**config.mk**
```make
export PLATFORM = sky130hd
export DESIGN_NAME = cweight_loader
export DESIGN_NICKNAME = d
export VERILOG_FILES = /design/src/rtl/cweight_loader.sv
export SDC_FILE = /design/constraint.sdc
export NUM_CORES = 1
export LEC_CHECK = 0
export CORE_ASPECT_RATIO = 1.1
export CORE_UTILIZATION = 50
export DETAILED_ROUTE_END_ITERATION = 16
export PLACE_DENSITY = 0.83
export RECOVER_POWER = 100
export SYNTH_ARGS = -nofsm -noshare
export SYNTH_HDL_FRONTEND = slang
export SYNTH_SLANG_ARGS = --single-unit
export TNS_END_PERCENT = 100
```
**constraint.sdc**
```tcl
create_clock -name clk -period 4.4 [get_ports clk]
set_input_delay 0.44 -clock clk [delete_from_list [all_inputs] [get_ports clk]]
set_output_delay 0.44 -clock clk [all_outputs]
set_load 0.005 [all_outputs]
```
**src/rtl/cweight_loader.sv**
```systemverilog
// Compensation-weight preload sequencer: reads ROWS weights last-row-first from
// the compensation memory and shifts them into the CPE chain head.
module cweight_loader #(
  parameter int ROWS   = 8,
  parameter int ADDR_W = 6
) (
  input  logic              clk,
  input  logic              rst,
  input  logic              start_i,
  input  logic              abort_i,
  input  logic [ADDR_W-1:0] base_addr_i,
  output logic              mem_rd_en_o,
  output logic [ADDR_W-1:0] mem_addr_o,
  input  logic [2:0]        mem_rd_data_i,
  output logic              preload_cweight_o,
  output logic [2:0]        cweight_out_o,
  output logic              cweight_out_valid_o,
  output logic              busy_o,
  output logic              done_o
);

  // state | meaning
  // IDLE  | waiting for start
  // READ  | one memory read per cycle, last row first
  // DRAIN | waiting for the final words to leave the read pipeline
  // DONE  | one-cycle completion pulse
  typedef enum logic [1:0] {S_IDLE, S_READ, S_DRAIN, S_DONE} state_t;

  localparam int CNT_W = $clog2(ROWS + 1);

  state_t            state_q, state_d;
  logic [CNT_W-1:0]  cnt_q, cnt_d;
  logic [ADDR_W-1:0] addr_q, addr_d;
  logic              rd_vld_q;
  logic              out_vld_q;
  logic [2:0]        wt_q;
  logic              last_rd;
  logic              abort_act;
  logic              start_acc;

  assign last_rd   = (cnt_q == CNT_W'(ROWS - 1));
  assign abort_act = abort_i && (state_q != S_IDLE);
  assign start_acc = (state_q == S_IDLE) && start_i && !abort_i;

  always_ff @(posedge clk or posedge rst) begin
    if (rst) state_q <= S_IDLE;
    else     state_q <= state_d;
  end

  always_comb begin
    state_d = state_q;
    case (state_q)
      S_IDLE:  if (start_acc) state_d = S_READ;
      S_READ: begin
        if (abort_i)      state_d = S_IDLE;
        else if (last_rd) state_d = S_DRAIN;
      end
      S_DRAIN: begin
        // last word is on the output when nothing more is in flight behind it
        if (abort_i)                      state_d = S_IDLE;
        else if (out_vld_q && !rd_vld_q)  state_d = S_DONE;
      end
      S_DONE:  state_d = S_IDLE;
      default: state_d = S_IDLE;
    endcase
  end

  always_comb begin
    mem_rd_en_o         = (state_q == S_READ);
    mem_addr_o          = (state_q == S_READ) ? addr_q : '0;
    busy_o              = (state_q == S_READ) || (state_q == S_DRAIN);
    preload_cweight_o   = busy_o;
    done_o              = (state_q == S_DONE);
    cweight_out_valid_o = out_vld_q;
    cweight_out_o       = wt_q;
  end

  always_comb begin
    cnt_d  = cnt_q;
    addr_d = addr_q;
    if (start_acc) begin
      cnt_d  = '0;
      addr_d = base_addr_i + ADDR_W'(ROWS - 1);
    end else if (state_q == S_READ) begin
      cnt_d  = cnt_q + CNT_W'(1);
      addr_d = addr_q - ADDR_W'(1);
    end
  end

  always_ff @(posedge clk or posedge rst) begin
    if (rst) begin
      cnt_q     <= '0;
      addr_q    <= '0;
      rd_vld_q  <= 1'b0;
      out_vld_q <= 1'b0;
      wt_q      <= '0;
    end else begin
      cnt_q     <= cnt_d;
      addr_q    <= addr_d;
      rd_vld_q  <= mem_rd_en_o && !abort_act;
      out_vld_q <= rd_vld_q && !abort_act;
      if (rd_vld_q && !abort_act) wt_q <= mem_rd_data_i;
    end
  end

endmodule

```
# --- Word-level counts from Yosys, hierarchy flattened ---
# Index checks and enable logic that the tools add are counted.
word_totals:
  regBits: 17
  out_inout_bits: 14
  in_bits: 13
  word_cells: 41
op_classes:
  mux: 11
  reduce_logical: 14
  n_eq_ne: 7
  n_addsub: 3
ops:
  columns: ["op", "n"]
  rows:
  - ["6-bit two-way mux", 3]
  - ["2-bit two-way mux", 5]
  - ["4-bit two-way mux", 2]
  - ["2-bit one-hot mux with 4 select lines", 1]
  - ["6-bit by 3-bit adder with 6-bit output (second input constant)", 1]
  - ["1-bit logical AND", 6]
  - ["6-bit by 1-bit subtractor with 6-bit output (second input constant)", 1]
  - ["4-bit by 1-bit adder with 4-bit output (second input constant)", 1]
  - ["2-bit == test (second input constant)", 2]
  - ["4-bit by 3-bit == test with 1-bit output (second input constant)", 1]
  - ["2-bit nonzero test", 2]
  - ["1-bit logical NOT", 3]
  - ["3-bit by 2-bit != test with 1-bit output (second input constant)", 1]
  - ["3-bit != test (second input constant)", 1]
  - ["3-bit AND reduction", 1]
  - ["2-bit by 1-bit == test with 1-bit output (second input constant)", 1]
  - ["2-bit logical NOT", 1]
  - ["2-bit != test (second input constant)", 1]
  - ["1-bit logical OR", 1]

# --- Longest topological paths before layout ---
# Gate-level depths: netlist of the first run.
depth:
  word_depth: 5
  ltp_mapped: 7
  mapped_depth_nobuf: 6

# --- Worst setup path after synthesis of the first run ---
# Ideal clock, no wire load.
synth_path:
  path_kind: "register to output"
  start: "reg state_q[1]"
  end: "out mem_addr_o[3]"
  slack_ns: 2.640
  required_ns: 3.960
  t_arrival_ns: 1.320
  path_buffers: 2
  path_stages_with_launch: 6
  path_cell_list: "dfrtp_1 > inv_1 > ha_1 > clkbuf_1 > clkbuf_1 > and2_2"
synth_via:
  elab_chain_cells: 2
synth_rtl:
  columns: ["item", "line_no", "text"]
  rows:
  - ["start: declaration", "31", "state_t state_q, state_d;"]
  - ["start signal: assignment", "47", "else state_q <= state_d;"]
  - ["2-bit by 1-bit == test with 1-bit output", null, null]
  - ["via mem_rd_en_o", "12", "output logic mem_rd_en_o,"]
  - ["6-bit two-way mux", "70", "mem_addr_o = (state_q == S_READ) ? addr_q : '0;"]
  - ["end: declaration", "13", "output logic [ADDR_W-1:0] mem_addr_o,"]
# The timed path passes the listed nets, and every way through them passes these cells.

# --- Worst setup path after layout of the first run ---
layout_path:
  start: "reg state_q[1]"
  end: "out mem_addr_o[1]"
layout_via:
  elab_chain_cells: 2
layout_rtl:
  columns: ["item", "line_no"]
  rows:
  - ["2-bit by 1-bit == test with 1-bit output", "70"]
  - ["6-bit two-way mux", "70"]
# Every way passes these cells.

==> results.json, run 1 <==
{
  "cts-root-buf": "clkbuf_4",
  "grt_max_degree": 18,
  "path_clk_slew_ps": 100,
  "setup_viol": 0,
  "fmax_mhz": 376.1,
  "ant_nets": 0,
  "antenna_found_initial": 0,
  "final_cell_mix": "dfrtp_1 (17), dlygate4sd3_1 (14), inv_1 (13)",
  "wl_mm": 1.946,
  "synth_edf_count": 0,
  "holdWs_ps": 506.2,
  "drc_errors": 0,
  "drt_iter0_drc": 6,
  "syn2layout_area_growth_pct": 30.59,
  "netlist_top_cells_area": "dfrtp_1 (43%), ha_1 (8.8%), xor2_1 (6.2%)",
  "io_pins": 27,
  "total_power_mw": 0.8089,
  "nets": 150,
  "grt_pass1_wl_mm": 3.325,
  "cp.required_ps": 3960,
  "cts_made_buffers": 3,
  "ff_latch_area_um2": 425.4,
  "leakagePower_nw": 0.6117,
  "io_buffers": 26,
  "min_period_ps": 2659,
  "grt-ovfl-total": 0,
  "syn_inst": 102,
  "dr_wl_met2_mm": 1.003,
  "dieHeight_um": 48.66,
  "top_layer": "met4",
  "fill_cells": 143,
  "cts_resized": 0,
  "hp-class": "register to register",
  "wl_met3_um": 52,
  "post_drt_wl_per_cell_um": 12.47,
  "synth.distinct_cells": 30,
  "syn_nets": 122,
  "regToRegEndpoint": "state_q[0]",
  "multi_input_area_um2": 496.7,
  "ys_ff_latch": 17,
  "initial_core_util_pct": 54.33,
  "path_max_fanout": 17,
  "wl_met1_um": 855,
  "peakVddDrop_uv": 314.1,
  "yosys_most_used_dff": "dfrtp_1",
  "num_vias": 774,
  "fp-row-count": 16,
  "die_w_um": 44.42,
  "gp_congestion": 0.7992,
  "synth_area_per_cell_um2": 9.703,
  "fp.coreArea_um2": 1822,
  "first_pass_iters": 4,
  "cp.arrival_ps": 2220,
  "vias_per_cell": 4.962,
  "relSlewSlack_pct": 58.42,
  "rsz0062_at_grt": "no",
  "endpoint_kind": "output pin",
  "antenna_cells": 0,
  "powerDensity_nw_per_um2": 625.8,
  "finalHoldViolCount": 0,
  "clock_tree.buffer_depth": 2,
  "r2r_setup_slack_ps": 2320,
  "crit_end": "mem_addr_o[1]",
  "r2r_cells": 6,
  "final_common_cell": "dfrtp_1",
  "finalCritPeriodShare_pct": 60.43,
  "maxCapViolCount": 0,
  "r2r-start": "state_q[1]",
  "htreeDepth": 1,
  "insertion_delay_ps": 290,
  "drive_above_1_share_pct": 6.977,
  "worst_setup_path_start_kind": "register",
  "ys_seq_area_share_pct": 42.98,
  "ys_async_sr_fraction_pct": 100.0,
  "status": "finished, final reports clean",
  "hpwl_mm": 1.484,
  "fin_util_pct": 70.95,
  "tns_ps": 0,
  "critPathKind": "register to output pin",
  "cts_hold_buffers": 0,
  "synth_top_area_cell": "dfrtp_1",
  "cts_setup_buffers": 0,
  "cts_sinks": 17,
  "grt_util_all_layers_pct": 21.15,
  "grt_pass1_vias": 779,
  "maxSlewViolCount": 0,
  "synth_top_area_share_pct": 42.98,
  "synth.cell_area_um2": 989.7,
  "ys.warnings.count": 0,
  "die_area_um2": 2161,
  "skew_ps": 1.073,
  "crit_start": "state_q[1]",
  "worst_pin_slew_ps": 623.0,
  "cts_tree": "built"
}
## metal layers
layer  track usage [%]  up-vias
met2             36.27       20
met4             9.091        0
met3             3.358        4
met1             25.37      357
li1                  -      393
met5                 0        -
## layout make-up
| class | instances | area share [%] |
|---|---|---|
| Clock buffer | 3 | 1.742 |
| Clock inverter | 1 | 0.3872 |
| Inverter | 13 | 3.775 |
| Multi-Input combinational cell | 69 | 38.43 |
| Sequential cell | 17 | 32.91 |
| Tap cell | 27 | 2.614 |
| Timing Repair Buffer | 26 | 20.14 |
## where the power goes
group / switching [mW] / internal (mW)
clock network: 0.0489 / 0.0338
registers: 0.0555 / 0.234
logic: 0.202 / 0.235
## stage by stage
stage / cells / setup slack [ps] / instance area, um^2
global placement: 152 / 2212 / 1269
floorplan: 102 / 2640 / 989.7
CTS: 156 / 1805 / 1296
finish: 156 / 1741 / 1292
global route: 156 / 1574 / 1292
detailed placement: 152 / 2158 / 1269
## cell families after synthesis
kind of cell / after synthesis / synth area share, %
muxes: 5 / 5.436
buffers and inverters: 16 / 6.448
DFF: 17 / 42.98
AOI/OAI and AO/OA: 15 / 9.862
xor gates and xnor gates: 12 / 10.62
adders and majority gates: 7 / 8.849
and+or+nand+nor: 30 / 15.80
## registers in the layout, indices dropped and copies added, names as in the netlist
name,cells
addr_q,6
cnt_q,4
cweight_out_o,3
cweight_out_valid_o,1
rd_vld_q,1
state_q,2
## cells in the mapped netlist (all sizes together), types with 2 or more instances
| cell | instances |
|---|---|
| o21ai | 9 |
| nor2 | 8 |
| nand2 | 8 |
| mux2 | 3 |
| mux2i | 2 |
| dfrtp | 17 |
| and2 | 4 |
| ha | 7 |
| clkbuf | 2 |
| nand2b | 2 |
| xor2 | 7 |
| xnor2 | 5 |
| inv | 13 |
## how the worst min path moves through the flow
| stage | start | end | depth (start not counted) |
|---|---|---|---|
| 2_1_floorplan | rst | addr_q[0] | 1 |
| 3_3_place_gp | cweight_out_o[1] | cweight_out_o[1] | 1 |
| 3_5_place_dp | cweight_out_o[1] | cweight_out_o[1] | 1 |
| 4_1_cts | cweight_out_o[1] | cweight_out_o[1] | 1 |
| 5_1_grt | cweight_out_o[0] | cweight_out_o[0] | 1 |
| 6_report | cweight_out_o[1] | cweight_out_o[1] | 1 |
## worst max-delay path, cell delays in order, from the launching register on
cell and delay (ps):
dfrtp_1 410, inv_1 110, ha_1 500, inv_1 200
nor2_1 140, dlygate4sd3_1 580
Note: power is estimated with default switching activity, not from simulation.
==> run 2, diff against run 1 <==
--- a/config.mk
+++ b/config.mk
@@ -6,9 +6,9 @@
 export NUM_CORES = 1
 export LEC_CHECK = 0
 export CORE_ASPECT_RATIO = 1.1
-export CORE_UTILIZATION = 50
+export CORE_UTILIZATION = 47
 export DETAILED_ROUTE_END_ITERATION = 16
-export PLACE_DENSITY = 0.83
+export PLACE_DENSITY = 0.78
 export RECOVER_POWER = 100
 export SYNTH_ARGS = -nofsm -noshare
 export SYNTH_HDL_FRONTEND = slang
==> constraint.sdc (replaced) <==
create_clock -name clk -period 2.6 [get_ports clk]
set_input_delay 0.26 -clock clk [delete_from_list [all_inputs] [get_ports clk]]
set_output_delay 0.26 -clock clk [all_outputs]
set_load 0.005 [all_outputs]
==> results.json, run 2 (synthesis results as in run 1) <==
{
  "nets": 151,
  "min_period_ps": 2345,
  "post_drt_wl_per_cell_um": 13.20,
  "clock_tree.buffer_depth": 2,
  "cts_hold_buffers": 0,
  "finalHoldViolCount": 0,
  "setup_viol": 0,
  "cts_tree": "built",
  "regMostFlops": "addr_q",
  "cp.required_ps": 2340,
  "antenna_found_initial": 0,
  "path_clk_slew_ps": 100,
  "first_pass_iters": 4,
  "grt-ovfl-total": 0,
  "cts-root-buf": "clkbuf_4",
  "critical_path.top_delay_family": "buffers and inverters",
  "fin_util_pct": 64.83,
  "htreeDepth": 1,
  "grt_util_all_layers_pct": 21.04,
  "grt_pass1_vias": 840,
  "antenna_cells": 0,
  "cts_made_buffers": 3,
  "ff_latch_area_um2": 425.4,
  "cts_sinks": 17,
  "maxSlewViolCount": 0,
  "final_cell_mix": "dfrtp_1 (17), clkdlybuf4s50_1 (14), inv_1 (13)",
  "path_max_fanout": 12,
  "cts_resized": 0,
  "vias_per_cell": 5.215,
  "insertion_delay_ps": 290,
  "relSlewSlack_pct": 56.54,
  "drive_above_1_share_pct": 6.154,
  "peakVddDrop_uv": 695.1,
  "io_pins": 27,
  "crit_chain": "inv_1 > ha_1 > clkbuf_1 > dlygate4sd3_1",
  "hpwl_mm": 1.682,
  "slowest_stage": "dlygate4sd3_1",
  "regToRegEndpoint": "state_q[0]",
  "path_buf_inv": 3,
  "dieHeight_um": 50.13,
  "final_cells": 158,
  "worst_pin_slew_ps": 651.1,
  "die_w_um": 45.75,
  "largest_reg_flops": 6,
  "status": "finished, final reports clean",
  "grt_max_degree": 18,
  "dp.cells": 154,
  "num_vias": 824,
  "grt_pass1_wl_mm": 3.498,
  "leakagePower_nw": 0.6032,
  "cts_setup_buffers": 0,
  "initial_core_util_pct": 49.50,
  "place_ws_ps": 676.9,
  "wl_mm": 2.085,
  "fp.coreArea_um2": 1999,
  "multi_input_area_um2": 496.7,
  "die_area_um2": 2293,
  "drc_errors": 0,
  "fill_cells": 174,
  "maxCapViolCount": 0,
  "cp.arrival_ps": 2090,
  "r2r_setup_slack_ps": 710,
  "hp-class": "input pin to asynchronous set/reset pin",
  "ant_nets": 0,
  "rsz0062_at_grt": "no",
  "critPathMaxStageDelay_ps": 610,
  "r2r-start": "state_q[1]",
  "r2r_cells": 6,
  "critPathKind": "register to output pin",
  "finalCritPeriodShare_pct": 90.21,
  "syn2layout_area_growth_pct": 30.97,
  "powerDensity_nw_per_um2": 1071,
  "skew_ps": 3.454,
  "fmax_mhz": 426.4,
  "layout_setup_ws_ps": 254.6,
  "io_buffers": 26,
  "final_common_cell": "dfrtp_1",
  "gp_congestion": 0.8433,
  "fp-row-count": 17,
  "worst_setup_path_start_kind": "register",
  "endpoint_kind": "output pin",
  "drt_iter0_drc": 6,
  "tns_ps": 0
}
==> run 2: cell count changes in the layout (fill, tap and decap cells not counted), sizes merged <==
cell	delta
clkbuf	+2
clkdlybuf4s50	+2
clkinv	-1
dlygate4sd3	-2
==> run 2: layout make-up <==
type | count | area share, %
clock buffer | 4 | 2.027
inverter | 13 | 3.764
multi-input combinational | 69 | 38.32
sequential | 17 | 32.82
tap | 28 | 2.703
timing repair buffer | 27 | 20.37
==> run 2: metrics by stage <==
stage                     instance area [um^2]  total power [mW]  hold WS (ps)
after floorplan                          989.7            0.9633         186.1
after global placement                    1277             1.272         488.6
after detailed placement                  1277             1.308         503.5
after CTS                                 1304             1.454         383.5
after global routing                      1296             1.493         542.3
final                                     1296             1.388         492.0
==> run 2: how the worst max path moves through the flow <==
stage,startpoint,end,slack (ps),cells after the start
2_1_floorplan,state_q[1],addr_q[5],930,7
3_3_place_gp,state_q[1],mem_addr_o[0],750,5
3_5_place_dp,abort_i,cweight_out_o[2],680,4
4_1_cts,state_q[1],mem_addr_o[0],370,5
5_1_grt,state_q[1],mem_rd_en_o,140,4
6_report,state_q[1],mem_rd_en_o,250,4
==> run 2: worst register-to-register path: stages, from the launching register on <==
cell and delay, ps:
dfrtp_1 410, inv_1 110, ha_1 380, inv_1 160, a311oi_1 390, a221oi_1 140, o32a_1 190
==> run 2: routing by layer <==
layer,wire length (um),vias to the layer above,track usage [%],part of all wire (%)
li1,-,394,-,-
met1,820,397,24.12,39
met2,1132,25,38.57,54
met3,79,8,2.198,3.8
met4,53,0,7.353,2.5
met5,0,-,0,0
==> run 2: where the power goes <==
group / internal (mW) / switching (mW) / leakage, nW
Combinational: 0.403 / 0.345 / 0.378
Clock: 0.0596 / 0.0848 / 0.0150
Sequential: 0.395 / 0.100 / 0.210
Total: 0.858 / 0.530 / 0.603
==> patch (config.mk and constraints of run 2) <==
Take the reset off `addr_q` and load it in a clocked block of its own.
--- a/src/rtl/cweight_loader.sv
+++ b/src/rtl/cweight_loader.sv
@@ -90,18 +90,20 @@
   always_ff @(posedge clk or posedge rst) begin
     if (rst) begin
       cnt_q     <= '0;
-      addr_q    <= '0;
       rd_vld_q  <= 1'b0;
       out_vld_q <= 1'b0;
       wt_q      <= '0;
     end else begin
       cnt_q     <= cnt_d;
-      addr_q    <= addr_d;
       rd_vld_q  <= mem_rd_en_o && !abort_act;
       out_vld_q <= rd_vld_q && !abort_act;
       if (rd_vld_q && !abort_act) wt_q <= mem_rd_data_i;
     end
   end
 
+  always_ff @(posedge clk) begin
+    addr_q <= addr_d;
+  end
+
 endmodule
 
Formal check against the unedited RTL: no difference found for any inputs over 10 cycles, from zero or initial values and one cycle with rst high; that may be too few to reach the edited logic, so the function may still have changed.
==> patch against run 2 <==
  * Worst hold slack worse by 0.099 ns
  * Power grew 3.1%
  * Setup slack improved by 0.031 ns
  * Highest routed layer unchanged
  * Area after synthesis increased by 2.7%
  * Fmax grew 1.4%
  * Wire length is 8.8% lower
  * Critical path depth stayed put
  * Sequential cell count unchanged
  * Critical path type unchanged
  * Cell area up 1.7%
  * Clock power shrank 3%
==> patch: results (changes against run 2) <==
outcome: "completed"
cts_root_buffer: "clkbuf_4"
place_inst: 153  # -0.65%
clkLatencyLatePin_ns: 0.28
ff2ff_setup_slack_ns: 0.83  # +0.12 ns
grtUsageTotal_pct: 20.4  # -0.68 points
p_leak_nw: 0.593  # -1.8%
yosys_warnings: 0  # unchanged
finClkSkew_ns: 0.00796  # +0.00450 ns
n_fill_cell: 166  # -4.6%
grt_max_degree: 16  # -2
start_kind: "flop"
top_register: "addr_q"
fin_cells: 157  # -0.63%
largest_reg_flops: 6  # unchanged
cts_buffers: 3  # unchanged
synthTopCellsByCount: "dfrtp_1, inv_1, nand2_1, nor2_1, xor2_1"
synth_cells: 102  # unchanged
grt_first_pass_wirelength_mm: 3.40  # -2.8%
cp.arrival_ns: 2.05  # -0.04 ns
clk_pin_slew_worst_paths_ns: 0.10  # about the same
postCtsSetupBuffers: 0  # unchanged
ys_types: 30  # unchanged
wl_per_cell_microns: 12.1  # -8.2%
antenna_found_initial: 0  # unchanged
place_congestion: 0.799  # -5.2%
grt_pass1_vias: 788  # -6.2%
synth_fp_nets: 122  # unchanged
reg2reg_from: "state_q[1]"
post_cts_resized: 0  # unchanged
seq_area_frac_synth_pct: 44.8  # +1.8 points
clockBufferDepth: 2  # unchanged
vias: 774  # -6.1%
ir_drop_uv: 597  # -14%
critPathMaxFanout: 15  # +3
synthTopCellsByArea: "dfrtp_1, edfxtp_1, ha_1"
pre_cts_ws_ns: 0.636  # -0.0413 ns
drive_above_1_share_pct: 2.33  # -3.8 points
crit-reg2reg-capture: "addr_q[5]"
hold_class: "in2async"
placed_cell_area_sq_um: 1290  # +1.4%
worst-r2r-cell-count: 5  # -1
synth-edff-count: 6  # +6
diodes: 0  # unchanged
powerDensity_nw_per_um2: 1080  # +1.3%
drt_iter0_markers: 12  # +6
hpwlAfterDp_mm: 1.48  # -12%
portBuffers: 26  # unchanged
async_flop_share_pct: 64.7  # -35 points
drtPass1Iterations: 4  # unchanged
h-tree-depth: 1  # unchanged
worst_pin_slew_ns: 0.625  # -0.0257 ns
patch: cells by family (layout without fill, tap and decap cells):
kind of cell | count (synthesis) | after routing | synth area share (%)
muxes | 5 | 5 | 5.30
DFF | 17 | 17 | 44.8
AOI/OAI and AO/OA | 11 | 11 | 6.65
and+or+nand+nor | 38 | 38 | 19.8
buffers and inverters | 13 | 40 | 5.29
adders and majority gates | 7 | 7 | 8.62
xor gates and xnor gates | 11 | 11 | 9.48
patch: worst max-delay path by stage:
stage	to	slack [ns]	depth (start not counted)
after floorplan	addr_q[0]	1.02	6
after global placement	mem_addr_o[1]	0.69	4
after detailed placement	mem_addr_o[1]	0.64	4
after CTS	mem_addr_o[1]	0.31	4
after global routing	mem_addr_o[1]	0.13	4
final	mem_addr_o[1]	0.29	4
patch: power by group:
part | internal, mW | switching, mW
sequential | 0.451 | 0.104
combinational | 0.399 | 0.337
clock | 0.0595 | 0.0806
total | 0.909 | 0.521
patch: through the flow:
| step | hold WS (ns) | power (mW) |
|---|---|---|
| global placement | 0.475 | 1.33 |
| detailed placement | 0.485 | 1.36 |
| finish | 0.393 | 1.43 |
| CTS | 0.263 | 1.50 |
| global route | 0.448 | 1.59 |
| floorplan | 0.112 | 1.02 |
patch: layout make-up:
cell class	instances	share of cell area, %
clock buffer	4	1.99
sequential	17	34.5
inverter	10	2.85
timing repair buffer	26	19.7
multi-input combinational	72	38.2
tap	28	2.66
patch: routing by layer:
layer / global-route usage (%) / part of all wire, % / vias to the layer above
met5: 0 / 0 / -
met2: 30.6 / 46 / 13
li1: - / - / 389
met3: 2.16 / 2.2 / 4
met1: 28.0 / 49 / 368
met4: 10.8 / 2.0 / 0
patch: critical path: stages, from the launching register on:
cell and delay (ns):
dfrtp_1 0.41, inv_1 0.11, ha_1 0.48, and2_1 0.19
dlygate4sd3_1 0.58
